<file path="src/rtl/neuron_weight_sequencer.sv">
// Purpose: one neuron's MAC sequencer; streams NUM_WEIGHT activations against a registered-read weight ROM, adds bias, saturates.
// Latency: out_valid rises 3 cycles after the last input handshake (cycle 33 from start with in_valid held high).
// Backpressure: input gaps stall the walk indefinitely; the result is held in OUT until out_ready.
module neuron_weight_sequencer #(
  parameter int NUM_WEIGHT = 30,
  parameter int ADDR_W     = $clog2(NUM_WEIGHT),
  parameter int DATA_W     = 16,
  parameter int FRAC_BITS  = 12
) (
  input  logic                     clk,
  input  logic                     rst,
  input  logic                     start,
  output logic                     busy,
  output logic                     done,
  input  logic                     in_valid,
  input  logic signed [DATA_W-1:0] in_data,
  output logic                     in_ready,
  output logic                     w_ren,
  output logic [ADDR_W-1:0]        w_radd,
  input  logic signed [DATA_W-1:0] w_rdata,
  input  logic signed [DATA_W-1:0] bias,
  output logic                     out_valid,
  output logic signed [DATA_W-1:0] out_data,
  input  logic                     out_ready
);

  // Wide enough that NUM_WEIGHT full-precision products plus the bias never overflow.
  localparam int ACC_W = 2*DATA_W + ADDR_W + 1;
  localparam logic [ADDR_W-1:0] LAST_IDX = ADDR_W'(NUM_WEIGHT - 1);
  localparam logic signed [ACC_W-1:0] SAT_MAX = {{(ACC_W-DATA_W+1){1'b0}}, {(DATA_W-1){1'b1}}};
  localparam logic signed [ACC_W-1:0] SAT_MIN = {{(ACC_W-DATA_W+1){1'b1}}, {(DATA_W-1){1'b0}}};

  typedef enum logic [2:0] {IDLE, FETCH, DRAIN, BIAS, OUT} state_t;

  state_t                     state, state_nxt;
  logic [ADDR_W-1:0]          idx;
  logic signed [ACC_W-1:0]    acc;
  logic                       pend;
  logic signed [DATA_W-1:0]   x_q;
  logic                       in_hs, out_hs;

  logic signed [2*DATA_W-1:0] x_ext, w_ext, prod;
  logic signed [ACC_W-1:0]    prod_ext, bias_sh, sum, shifted;
  logic signed [DATA_W-1:0]   sat;

  assign in_hs  = in_valid & in_ready;
  assign out_hs = out_valid & out_ready;
  assign w_ren  = in_hs;
  assign w_radd = idx;

  // Full-precision product of the registered activation and the weight that arrives one cycle later.
  assign x_ext    = (2*DATA_W)'(x_q);
  assign w_ext    = (2*DATA_W)'(w_rdata);
  assign prod     = x_ext * w_ext;
  assign prod_ext = ACC_W'(prod);

  // Bias is aligned to the product's Q format before the floor shift back to DATA_W.
  assign bias_sh  = ACC_W'(bias) <<< FRAC_BITS;
  assign sum      = acc + bias_sh;
  assign shifted  = sum >>> FRAC_BITS;
  assign sat      = (shifted > SAT_MAX) ? SAT_MAX[DATA_W-1:0] :
                    (shifted < SAT_MIN) ? SAT_MIN[DATA_W-1:0] : shifted[DATA_W-1:0];

  // State register.
  always_ff @(posedge clk or posedge rst) begin
    if (rst) state <= IDLE;
    else     state <= state_nxt;
  end

  // Next-state and control outputs; start only counts in IDLE.
  always_comb begin
    state_nxt = state;
    busy      = 1'b1;
    in_ready  = 1'b0;
    done      = 1'b0;
    case (state)
      IDLE: begin
        busy = 1'b0;
        if (start) state_nxt = FETCH;
      end
      FETCH: begin
        in_ready = 1'b1;
        if (in_valid && idx == LAST_IDX) state_nxt = DRAIN;
      end
      DRAIN: state_nxt = BIAS;
      BIAS:  state_nxt = OUT;
      OUT: begin
        if (out_ready) begin
          done      = 1'b1;
          state_nxt = IDLE;
        end
      end
      default: state_nxt = IDLE;
    endcase
  end

  // Address walk, accumulate one cycle behind each handshake, and result register.
  always_ff @(posedge clk or posedge rst) begin
    if (rst) begin
      idx       <= '0;
      acc       <= '0;
      pend      <= 1'b0;
      x_q       <= '0;
      out_valid <= 1'b0;
      out_data  <= '0;
    end else begin
      pend <= in_hs;
      if (in_hs) begin
        x_q <= in_data;
        if (idx != LAST_IDX) idx <= idx + 1'b1;
      end
      if (pend) acc <= acc + prod_ext;
      if (state == IDLE && start) begin
        idx  <= '0;
        acc  <= '0;
        pend <= 1'b0;
      end
      if (state == BIAS) begin
        out_data  <= sat;
        out_valid <= 1'b1;
      end
      if (out_hs) out_valid <= 1'b0;
    end
  end

endmodule

</file>
<file path="config.mk">
export PLATFORM = sky130hd
export DESIGN_NAME = neuron_weight_sequencer
export DESIGN_NICKNAME = d
export VERILOG_FILES = /design/src/rtl/neuron_weight_sequencer.sv
export SDC_FILE = /design/constraint.sdc
export NUM_CORES = 1
export LEC_CHECK = 0
export CAP_MARGIN = 20
export CORE_MARGIN = 2
export CORE_UTILIZATION = 37
export CTS_CLUSTER_DIAMETER = 50
export DETAILED_ROUTE_END_ITERATION = 6
export PLACE_DENSITY = 0.59
export SLEW_MARGIN = 10
export SYNTH_ARGS = -nofsm -noshare
export SYNTH_HDL_FRONTEND = slang
export SYNTH_SLANG_ARGS = --single-unit
</file>
<file path="constraint.sdc">
create_clock -name clk -period 11.1 [get_ports clk]
set_clock_uncertainty 0.05 [all_clocks]
set_input_delay 2.22 -clock clk [delete_from_list [all_inputs] [get_ports clk]]
set_output_delay 2.22 -clock clk [all_outputs]
set_load 0.05 [all_outputs]
</file>
==> summary.md <==
| Metric | Value |
|---|---|
| Post-CTS Resized | `0` |
| FF-to-FF End | `acc[37]` |
| Synth top area share | `0.383` |
| Setup TNS | `0 ps` |
| Final hold violations | `0` |
| Synthesized cell area | `16900 um2` |
| Remaining DRCs | `0` |
| Hold/Removal Path Class | `reg -> reg` |
| Final setup fails | `0` |
| Vias/cell | `5.03` |
| Number of max-cap violations | `0` |
| Die Y | `218 um` |
| Synthesized Nets | `2346` |
| CTS Buf Count | `9` |
| CP Cell Sequence | `clkdlybuf4s50_1 -> nand2_1 -> fa_1 -> inv_1 -> fa_1 -> inv_1 -> fa_1 -> inv_1 -> fa_1 -> fa_1 -> inv_1 -> fa_1 -> inv_1 -> ha_1 -> and3_1 -> nand2_1 -> nor2_1 -> nand2_1 -> a211oi_1 -> o21ai_0 -> or4_1 -> o211ai_1` |
| Post-synth EDFFs | `0` |
| Initial core utilization | `0.374` |
| Row cnt | `78` |
| Initial antenna violation count | `0` |
| Port Buffers | `78` |
| Worst reg2reg path depth | `21` |
| Root buffer cell | `clkbuf_16` |
| Post-CTS Hold Fix Bufs | `0` |
| All-Layer GR Usage | `0.178` |
| Clock latency on the worst-skew pair | `360 ps` |
| DR WL/cell | `16.0 um` |
| Routability cong. | `0.855` |
| Main flop type after synthesis | `dfrtp_1` |
| Worst-path fanout max | `16` |
| ANT cells | `0` |
| Outcome | `completed` |
| GRT overflow | `0` |
| Die area | `~47000 um2` |
| H-tree depth | `3` |
| Flops & latches, synth | `80` |
| Fillers | `roughly 4500` |
| Post-Route WL | `a little under 40000 um` |
| RSZ-0062 raised after global routing | `false` |
| Syn Area/Cell | `9.23 um2` |
| Clk sinks | `80` |
| Slew Viols, Final | `0` |
| Crit path launch type | `primary input` |
| I/O pin count | `79` |
| CP Buf/Inv Count | `6` |
| Worst-path clk slew | `~70 ps` |
| Core area | `approximately 45000 um2` |
| Synth Instances | `between 1500 and 2000` |
| Min-Delay Endpoint | `out_valid` |
| Antenna-violating nets left | `0` |
| Vias in the first global route | `approximately 13000` |
| Worst Max-Slew Pin Slew | `782 ps` |
| Layout area overhead | `10.2%` |
| R2R Setup Slk | `approximately 4300 ps` |
| CTS tree | `built` |
| Synth area leader | `fa_1` |
| Yosys warning count | `0` |
| Proportion of layout cells with a drive suffix above 1 | `0.0356` |
| DR iter-0 viols | `556` |
| Crit-path slowest cell | `clkdlybuf4s50_1` |
| Crit-path most repeated cell | `fa_1` |
| Hold depth | `1` |
| Unique masters post-synth | `68` |
| Peak Freq | `113 MHz` |
| Pin count of the biggest net entering global routing | `81` |
| Worst relative slew slack | `0.474` |
| Fin nets | `2389` |
| CP Data Arrival Time | `9090 ps` |
| Worst setup EP type | `flop` |
| Asr flop ratio synth | `1.00` |
| Die Wd | `around 220 um` |
| Post-synthesis sequential area ratio | `0.118` |
| Crit path launch | `w_rdata[5]` |
| First-pass GRT wire length | `approximately 67000 um` |
| Worst r2r src | `x_q[15]` |
| Tcrit/Tclk final | `0.799` |
| Delay of the slowest cell on the worst path | `approximately 840 ps` |
| Hold Path Origin | `out_valid` |
| Clock Tree Buf Depth | `2` |
| Post-CTS Setup Inserts | `0` |
| Worst setup path class | `in -> reg` |
| TritonRoute pass-1 iters | `7` |
| Via count | `12484` |
| Post-layout min period | `about 9000 ps` |
| Family with the most delay on the worst path | `adder cells` |
| Leading post-synthesis cells by cell area | `fa_1 38%, dfrtp_1 12%, ha_1 10%` |
| Worst Path Required | `11320 ps` |
| Final HPWL DP | `33700 um` |
## worst reg2reg max path: cells and delay by family, from the launching register on
family                     cells  cell delay [ps]
AOI/OAI and AO/OA              3              640
adders and majority gates      7             3860
buffers and inverters          5              430
DFF                            1              500
and+or+nand+nor                6             1270
## how the worst max path moves through the flow
stage               cells after the start       to  slack [ps]
finish                                 22  acc[37]        2240
global route                           22  acc[37]        1720
CTS                                    22  acc[37]        2230
detailed placement                     22  acc[37]        1880
global placement                       22  acc[37]        2020
floorplan                              22  acc[37]        3000
## sequential cells by signal, summed over array words and instances (netlist names)
| name | cells |
|---|---|
| out_valid | 1 |
| out_data | 16 |
| acc | 38 |
| x_q | 16 |
| pend | 1 |
| state | 3 |
| w_radd | 5 |
## through the flow
stage	worst slack (ps)	cells	utilization	area, um2	hold WS [ps]
after floorplan	3000	1832	-	16900	437
after global placement	2020	2462	0.405	18300	414
after detailed placement	1880	2462	0.405	18300	427
after CTS	2230	2478	0.411	18600	437
after global routing	1720	2480	0.412	18600	455
final	2240	2480	0.412	18600	428
## kinds of logic after synthesis
logic type | after synthesis | synth area share
simple gates | 522 | 0.152
fa+ha+maj | 461 | 0.485
compound gates | 237 | 0.0927
buf+inv | 439 | 0.0981
xor+xnor | 51 | 0.0275
flops | 80 | 0.118
mux | 42 | 0.0261
## cell usage in the layout (no fill, tap or decap), types with 17 or more instances in the layout
| cell type | count |
|---|---|
| o21ai_0 | 42 |
| fa_1 | 323 |
| dfrtp_1 | 79 |
| xor2_1 | 17 |
| a21oi_1 | 59 |
| inv_1 | 376 |
| nor3_1 | 18 |
| a21o_1 | 28 |
| and2_1 | 122 |
| mux2i_1 | 25 |
| ha_1 | 138 |
| clkdlybuf4s50_1 | 78 |
| xnor2_1 | 33 |
| nor2_1 | 93 |
| mux2_2 | 17 |
| a31oi_1 | 17 |
| nand2_1 | 190 |
## cell usage after synthesis (4+ instances only)
cell / number
a211oi_1: 10
a21boi_0: 4
a21o_1: 28
a21oi_1: 59
a31oi_1: 17
and2_1: 122
and3_1: 11
and4_1: 4
clkbuf_1: 57
dfrtp_1: 80
fa_1: 323
ha_1: 138
inv_1: 377
mux2_2: 17
mux2i_1: 25
nand2_1: 190
nand2b_1: 14
nand3_1: 14
nand4_1: 15
nor2_1: 93
nor2b_1: 5
nor3_1: 18
nor3b_1: 7
nor4_1: 5
o211ai_1: 7
o21a_1: 11
o21ai_0: 42
o21bai_1: 8
o22ai_1: 11
o31ai_1: 4
or3_1: 7
xnor2_1: 33
xor2_1: 17
## per-layer routing
layer  wire length, um  vias to the layer above  global-route usage
met5                 0                        -                   0
met4               702                        0              0.0404
met3               818                       39              0.0176
met2             21300                      155               0.325
met1             16900                     6451               0.226
li1                  -                     5839                   -
## area by class of cell
class | count | area (um2) | area share
inverters | 377 | 1420 | 0.0760
well taps | 600 | 751 | 0.0403
clock buffers | 11 | 243 | 0.0130
clock inverters | 5 | 41.3 | 0.00222
repair buffers | 94 | 928 | 0.0498
multi-input cells | 1313 | 13200 | 0.711
flip-flops and latches | 80 | 2000 | 0.108
Power is left out: the tool's default activity adds up to more than one toggle a clock period on the data nets, which glitch-free logic cannot reach.
